### src/rtl/points_frame_sequencer.sv
// points_frame_sequencer
// Snapshots the multi-point finder results on a selected end of frame and
// streams them as a byte packet (SYNC, n, 4 bytes per point) over a
// valid/ready handshake toward the UART transmitter. Frames that arrive
// while a packet is still in flight are counted in a saturating drop counter.
// Optional feature macro: PFS_CHECKSUM_EN appends a modulo-256 checksum byte
// covering every byte after SYNC.
module points_frame_sequencer #(
    parameter int         FRAME_DIV = 1,
    parameter logic [7:0] SYNC_BYTE = 8'hA5
) (
    input  logic        CLK,
    input  logic        RESET_N,
    input  logic        VGA_VS,
    input  logic [15:0] POINTS_H_0,
    input  logic [15:0] POINTS_H_1,
    input  logic [15:0] POINTS_H_2,
    input  logic [15:0] POINTS_H_3,
    input  logic [15:0] POINTS_V_0,
    input  logic [15:0] POINTS_V_1,
    input  logic [15:0] POINTS_V_2,
    input  logic [15:0] POINTS_V_3,
    input  logic [15:0] POINTS_NUM,
    input  logic        TX_READY,
    output logic [7:0]  o_TX_DATA,
    output logic        o_TX_VALID,
    output logic        o_BUSY,
    output logic [7:0]  o_DROP_CNT
);

    localparam logic [7:0] DIV_LAST = 8'(FRAME_DIV - 1);

    typedef enum logic [2:0] {
        IDLE,
        SYNC,
        NUM,
        DATA
`ifdef PFS_CHECKSUM_EN
        , CSUM
`endif
    } state_t;

    state_t            state;
    state_t            next_state;

    logic              vs_d;
    logic              frame_end;
    logic              frame_sel;
    logic [7:0]        div_cnt;

    logic [2:0]        snap_n;
    logic [3:0][15:0]  snap_h;
    logic [3:0][15:0]  snap_v;

    logic [3:0]        byte_cnt;
    logic [3:0]        cnt_next;
    logic [7:0]        data_next;
    logic              valid_next;
    logic              xfer;
    logic [3:0]        last_idx;
    logic              take_snap;

`ifdef PFS_CHECKSUM_EN
    logic [7:0]        csum;
    logic [7:0]        csum_next;
`endif

    // Select one payload byte: idx[3:2] is the point, idx[1:0] picks H hi/lo, V hi/lo.
    function automatic logic [7:0] point_byte(input logic [3:0]       idx,
                                              input logic [3:0][15:0] h,
                                              input logic [3:0][15:0] v);
        logic [15:0] word;
        word = idx[1] ? v[idx[3:2]] : h[idx[3:2]];
        return idx[0] ? word[7:0] : word[15:8];
    endfunction

    assign frame_end = vs_d & ~VGA_VS;
    assign frame_sel = frame_end && (div_cnt == DIV_LAST);
    assign xfer      = o_TX_VALID & TX_READY;
    assign take_snap = frame_sel && (state == IDLE);
    // Index of the final data byte, 4n-1; only consulted in DATA where n > 0.
    assign last_idx  = 4'({snap_n, 2'b00} - 5'd1);

`ifdef PFS_CHECKSUM_EN
    assign csum_next = csum + o_TX_DATA;
`endif

    // VS edge detector and frame decimator.
    always_ff @(posedge CLK) begin
        if (!RESET_N) begin
            vs_d    <= 1'b0;
            div_cnt <= 8'd0;
        end else begin
            vs_d <= VGA_VS;
            if (frame_end) begin
                if (div_cnt == DIV_LAST) div_cnt <= 8'd0;
                else                     div_cnt <= div_cnt + 8'd1;
            end
        end
    end

    // Capture point count (clamped to 4) and coordinates when a packet starts.
    always_ff @(posedge CLK) begin
        if (take_snap) begin
            snap_n    <= (POINTS_NUM > 16'd4) ? 3'd4 : POINTS_NUM[2:0];
            snap_h[0] <= POINTS_H_0;
            snap_h[1] <= POINTS_H_1;
            snap_h[2] <= POINTS_H_2;
            snap_h[3] <= POINTS_H_3;
            snap_v[0] <= POINTS_V_0;
            snap_v[1] <= POINTS_V_1;
            snap_v[2] <= POINTS_V_2;
            snap_v[3] <= POINTS_V_3;
        end
    end

    // Count selected frames that arrive while a packet is still in flight.
    always_ff @(posedge CLK) begin
        if (!RESET_N) begin
            o_DROP_CNT <= 8'd0;
        end else if (frame_sel && (state != IDLE) && (o_DROP_CNT != 8'hFF)) begin
            o_DROP_CNT <= o_DROP_CNT + 8'd1;
        end
    end

`ifdef PFS_CHECKSUM_EN
    // Checksum accumulator: cleared on snapshot, sums n byte and data bytes as they transfer.
    always_ff @(posedge CLK) begin
        if (take_snap) begin
            csum <= 8'd0;
        end else if (xfer && ((state == NUM) || (state == DATA))) begin
            csum <= csum_next;
        end
    end
`endif

    // State register with registered byte/valid/busy outputs.
    always_ff @(posedge CLK) begin
        if (!RESET_N) begin
            state      <= IDLE;
            byte_cnt   <= 4'd0;
            o_TX_DATA  <= 8'd0;
            o_TX_VALID <= 1'b0;
            o_BUSY     <= 1'b0;
        end else begin
            state      <= next_state;
            byte_cnt   <= cnt_next;
            o_TX_DATA  <= data_next;
            o_TX_VALID <= valid_next;
            o_BUSY     <= (next_state != IDLE);
        end
    end

    // Next state and the byte to present after this edge; outputs hold while stalled.
    always_comb begin
        next_state = state;
        cnt_next   = byte_cnt;
        data_next  = o_TX_DATA;
        valid_next = o_TX_VALID;
        unique case (state)
            IDLE: begin
                if (frame_sel) begin
                    next_state = SYNC;
                    data_next  = SYNC_BYTE;
                    valid_next = 1'b1;
                end
            end
            SYNC: begin
                if (xfer) begin
                    next_state = NUM;
                    data_next  = {5'd0, snap_n};
                end
            end
            NUM: begin
                if (xfer) begin
                    if (snap_n != 3'd0) begin
                        next_state = DATA;
                        cnt_next   = 4'd0;
                        data_next  = point_byte(4'd0, snap_h, snap_v);
                    end else begin
`ifdef PFS_CHECKSUM_EN
                        next_state = CSUM;
                        data_next  = csum_next;
`else
                        next_state = IDLE;
                        data_next  = 8'd0;
                        valid_next = 1'b0;
`endif
                    end
                end
            end
            DATA: begin
                if (xfer) begin
                    if (byte_cnt == last_idx) begin
`ifdef PFS_CHECKSUM_EN
                        next_state = CSUM;
                        data_next  = csum_next;
`else
                        next_state = IDLE;
                        data_next  = 8'd0;
                        valid_next = 1'b0;
`endif
                    end else begin
                        cnt_next  = byte_cnt + 4'd1;
                        data_next = point_byte(byte_cnt + 4'd1, snap_h, snap_v);
                    end
                end
            end
`ifdef PFS_CHECKSUM_EN
            CSUM: begin
                if (xfer) begin
                    next_state = IDLE;
                    data_next  = 8'd0;
                    valid_next = 1'b0;
                end
            end
`endif
            default: begin
                next_state = IDLE;
                valid_next = 1'b0;
            end
        endcase
    end

endmodule

### config.mk
export PLATFORM = sky130hd
export DESIGN_NAME = points_frame_sequencer
export DESIGN_NICKNAME = d
export VERILOG_FILES = /design/src/rtl/points_frame_sequencer.sv
export SDC_FILE = /design/constraint.sdc
export NUM_CORES = 1
export LEC_CHECK = 0
export ABC_AREA = 1
export BUFFER_PORTS_ARGS = -buffer_cell sky130_fd_sc_hd__clkbuf_2
export CORE_ASPECT_RATIO = 1.25
export CORE_MARGIN = 2
export CORE_UTILIZATION = 58
export DETAILED_ROUTE_END_ITERATION = 10
export PLACE_DENSITY = 0.85
export SLEW_MARGIN = 25
export SYNTH_ARGS = -nofsm -noshare
export SYNTH_HDL_FRONTEND = slang
export SYNTH_SLANG_ARGS = --single-unit
export TNS_END_PERCENT = 20
### constraint.sdc
create_clock -name CLK -period 10.85 [get_ports CLK]
set_input_delay 1.6275 -clock CLK [delete_from_list [all_inputs] [get_ports CLK]]
set_output_delay 1.6275 -clock CLK [all_outputs]
set_load 0.03 [all_outputs]
== Yosys cells after proc, flatten, opt, wreduce, memory -nomap -nowiden ==
Cells that the tools add are included.

* Multipliers: 0
* Shift operators: 0
* Muxes and demuxes: 32
* Eq/ne operators: 13
* Reduce and logical (&&, ||, !) cells: 14
* Magnitude comparators: 2
* Divide/modulo/power cells: 0
* Bitwise logic cells: 4
* Add/subtract/negate cells: 4

{| class="wikitable"
|+ Operators by type and width
! kind !! number
|-
| $bmux W16 S2 || 2
|-
| $mux W8 || 8
|-
| $mux W16 || 3
|-
| $pmux W8 S4 || 1
|-
| $add A8 B1 Y8 const B || 2
|-
| $gt A16 B3 Y1 const B || 1
|-
| $mux W4 || 4
|-
| $ne A2 B2 Y1 const B || 8
|-
| $mux W3 || 5
|-
| $pmux W3 S4 || 1
|-
| $reduce_and A5 Y1 || 2
|-
| $reduce_bool A3 Y1 || 3
|-
| $logic_not A8 Y1 || 1
|-
| $ne A8 B8 Y1 const B || 1
|-
| $pmux W4 S2 || 1
|-
| $eq A3 B2 Y1 const B || 2
|-
| $reduce_and A6 Y1 || 1
|-
| $mux W1 || 5
|-
| $add A4 B1 Y4 const B || 1
|-
| $eq A4 B4 Y1 || 1
|-
| $logic_and A1 B1 Y1 || 4
|-
| $pmux W1 S4 || 1
|-
| $reduce_bool A4 Y1 || 1
|-
| $sub A4 B1 Y4 const B || 1
|-
| other kinds (7) || 9
|}

* Memories kept: 0
* Memory bits (read-only): 0
* Output and inout port bits: 18
* Bits in writable memories: 0
* Input port bits: 148
* Bits in latches: 0
* Register bits: 165

== Longest topological paths before layout ==
* Depth in word-level cells: 8
* Depth in mapped cells: 14

== Least setup slack after synthesis ==
OpenSTA, ideal clock, no wires.

* Path type: input to register
* From: input VGA_VS
* To: register snap_h[0] in the netlist's numbering (enable)
* Cell stages on the path: 5
* Path buffers: 0
* Path slack: 5.612 ns
* Library setup time: 0.483 ns
* Arrival time: 4.755 ns
* Required time: 10.367 ns
* Cells stage by stage: nor2_1 > inv_1 > nor3_1 > nand2_1 > inv_1

* Cells in the longest elaborated chain, start to end: 4

{| class="wikitable"
|+ Ends and longest elaborated chain
! element !! line !! text
|-
| start, declared || 14 || <nowiki>input logic VGA_VS,</nowiki>
|-
| $not A1 Y1 || 77 || <nowiki>assign frame_end = vs_d & ~VGA_VS;</nowiki>
|-
| $and A1 B1 Y1 || 77 ||
|-
| $logic_and A1 B1 Y1 || 78 || <nowiki>assign frame_sel = frame_end && (div_cnt == DIV_LAST);</nowiki>
|-
| $logic_and A1 B1 Y1 || 80 || <nowiki>assign take_snap = frame_sel && (state == IDLE);</nowiki>
|-
| via take_snap || 61 || <nowiki>logic take_snap;</nowiki>
|-
| end, declared || 52 || <nowiki>logic [3:0][15:0] snap_h;</nowiki>
|}

The timed path passes the listed nets, and every way through them passes these cells.
A chain may end at the register's enable or synchronous reset.

== Final worst setup path ==
* From: input VGA_VS
* To: register snap_h[10] in the netlist's numbering (enable)

The elaborated chain is that of the path after synthesis.

==> results.cfg <==
[status]
status = finished clean

[clock_tree]
numCtsBuffers = 17
clkLatencyLatePin_ns = 0.42
cts_buffer_depth = 2
cts.htree.levels = 4
path_clk_slew_ns = 0.06
cts_setup_buffers = 0
cts_resized = 0
cts_hold_buf = 0
cts_sinks = 165
cts_tree = done
cts-root-buf = clkbuf_16

[power_and_ir_drop]
power.density_nw_per_um2 = 157
p_int_mw = 1.08
power.share.clock_pct = 44.7
p_leak_nw = 3.67
peakVddDrop_mv = 0.108
total_power_mw = 1.36
pwr-share-seq_pct = 51.4
p_comb_share_pct = 4.0
switching_share_pct = 20.4
net-switching-power_uw = 277

[logic_synthesis]
yosysTopAreaCell = edfxtp_1
yosys-top-cells-count = nor2_1, nand2_1, edfxtp_1
synth_compound_gate_area_share_pct = 5.87
synth.area.mux_share_pct = 0
synth_fp_nets = 892
yosysSeqAreaShare_pct = 64.0
synth_seq_cells = 165
synthCells = 739
yosysUniqueCellTypes = 36
yosys.area_share.simple_pct = 23.3
ys_warn_count = 0
synth_top_area_share_pct = 54.6
synthArstFlopShare_pct = 0
synth-edff-count = 131
synth-main-ff-cell = edfxtp_1
synth.avg_cell_area_um2 = 9.75
synthesis.area_um2 = 7210
synthAdderAreaFrac_pct = 0.868
synth_top_family_by_area = simple AND/OR/NAND/NOR gates
synth-xor-area-share_pct = 0.486
yosysMostFrequentCell = nor2_1
synth.area.top_cells = edfxtp_1, dfxtp_1, nor2_1, nand2_1, nand3_1

[setup_path]
cp_data_required_time_ns = 10.95
cp-end-kind = register
critPathKind = in -> reg
cp_max_fo = 46
worstSetupStartpointType = input port
cp.arrival_ns = 3.82

[floorplanning]
initial_core_util_pct = 59.3
fp-row-count = 45
coreArea_um2 = 12200
fp.dieW_um = 104
fp.dieH_um = 129
ios = 166
die_area_um2 = 13300

[global_route]
grt_overflow = 0
grt_pass1_wl_mm = 25.2
antenna_found_initial = 0
grt_max_degree = 87
grt_use_total_pct = 24.4
grt_pass1_vias = 5411

[detailed_routing]
drt-initial-drc-count = 384
viasPerCell = 5.19
vias = 5577
drtPass1Iterations = 5
ant_nets = 0
drc = 0
wl_mm = 16.0
wl_per_cell_um = 14.9

[sta]
grt_setup_unrepaired = false
setup_tns_ns = 0
max_freq_mhz = 269
slew_viol_final = 0
skew_ns = 0.00969
tightest_slew_ns = 0.758
hold_viol = 0
setup_viol = 0
whs_ns = 0.485
finalCritPeriodShare_pct = 34.2
slew_headroom_pct = 49.4
period_needed_ns = 3.72

[worst_hold_path]
hp-class = reg -> reg

[placed_design]
post-dp-hpwl_mm = 10.7
gp_congestion = 0.891
io_buffers = 165

[flow_run]
max-cap-violations = 0

[final_layout]
area_delta_synth_final_pct = 20.5
diodes = 0
multiInputGateArea_um2 = 2200
drive_above_1_share_pct = 24.3
regArea_um2 = 4610
fill_cells = 905
nets = 1051
-- sequential cells by signal, indices dropped and copies added, names as in the netlist --
register / flops
byte_cnt: 4
snap_h: 64
o_TX_DATA: 8
snap_n: 3
vs_d: 1
state: 3
o_DROP_CNT: 8
div_cnt: 8
o_BUSY: 1
snap_v: 64
o_TX_VALID: 1
-- layout by cell type, fill, tap and decap left out, types with 5 or more instances in the layout --
| cell type | n |
|---|---|
| inv_1 | 46 |
| o21ai_0 | 26 |
| nor3_1 | 9 |
| dfxtp_1 | 34 |
| inv_6 | 5 |
| nand3_1 | 39 |
| ha_1 | 5 |
| nor2_1 | 171 |
| edfxtp_1 | 131 |
| clkbuf_16 | 17 |
| nand2_1 | 167 |
| nand2_2 | 5 |
| clkbuf_2 | 165 |
| o21ai_1 | 18 |
| a21oi_1 | 20 |
-- through the flow --
step	setup slack, ns	cell area (um^2)	instances	utilization [%]
after global routing	6.90	8690	1075	71.4
after detailed placement	6.62	8060	1042	66.3
final	7.13	8690	1075	71.4
after global placement	6.68	8060	1042	66.3
after CTS	7.06	8660	1074	71.2
after floorplan	5.61	7210	739	-
-- worst max-delay path: stages --
cell,delay (ns)
clkbuf_2,0.09
nor2_1,0.18
inv_1,0.15
nor3_1,0.19
nand2_1,0.20
inv_4,0.46
buf_4,0.55
buf_12,0.31
-- logic make-up (layout without fill, tap and decap cells) --
| family | count (synthesis) | count (layout) |
|---|---|---|
| simple gates | 408 | 408 |
| buf+inv | 81 | 253 |
| xor+xnor | 4 | 4 |
| flops | 165 | 165 |
| compound gates | 75 | 75 |
| fa+ha+maj | 5 | 5 |
| other cells | 1 | 1 |
-- per-layer routing --
| metal | GRT usage, % | vias up | wire, um | part of all wire, % |
|---|---|---|---|---|
| met3 | 4.56 | 43 | 788 | 4.9 |
| li1 | - | 2774 | - | - |
| met4 | 12.2 | 0 | 518 | 3.2 |
| met2 | 44.2 | 201 | 8250 | 51 |
| met5 | 0 | - | 0 | 0 |
| met1 | 28.1 | 2559 | 6480 | 40 |
-- final cells by class --
class | count | share of cell area, %
clock inverters | 15 | 2.02
repair buffers | 168 | 9.91
flip-flops and latches | 165 | 53.1
well taps | 164 | 2.36
multi-input cells | 493 | 25.4
inverters | 53 | 2.33
clock buffers | 17 | 4.90
-- path summary, 6_finish.rpt --
kind	start	to	slack [ns]	cells after the start
worst max-delay path	VGA_VS	snap_h[10]$_DFFE_PP_	7.13	8
worst min-delay path	o_TX_VALID$_SDFFE_PN0P_	o_TX_VALID$_SDFFE_PN0P_	0.48	2
worst max register to register	byte_cnt[0]$_SDFFE_PN0P_	o_TX_DATA[7]$_SDFFE_PN0P_	7.79	12
worst min register to register	o_TX_VALID$_SDFFE_PN0P_	o_TX_VALID$_SDFFE_PN0P_	0.48	2
-- power groups by stage --
| stage | Sequential (mW) | Clock, mW | Combinational, mW |
|---|---|---|---|
| global route | 0.699 | 0.639 | 0.0604 |
| finish | 0.699 | 0.608 | 0.0543 |
| global placement | 0.712 | 0 | 0.0527 |
| floorplan | 0.715 | 0 | 0.0174 |
| CTS | 0.699 | 0.613 | 0.0539 |
| detailed placement | 0.712 | 0 | 0.0536 |
Power figures use the tool's default switching activity.
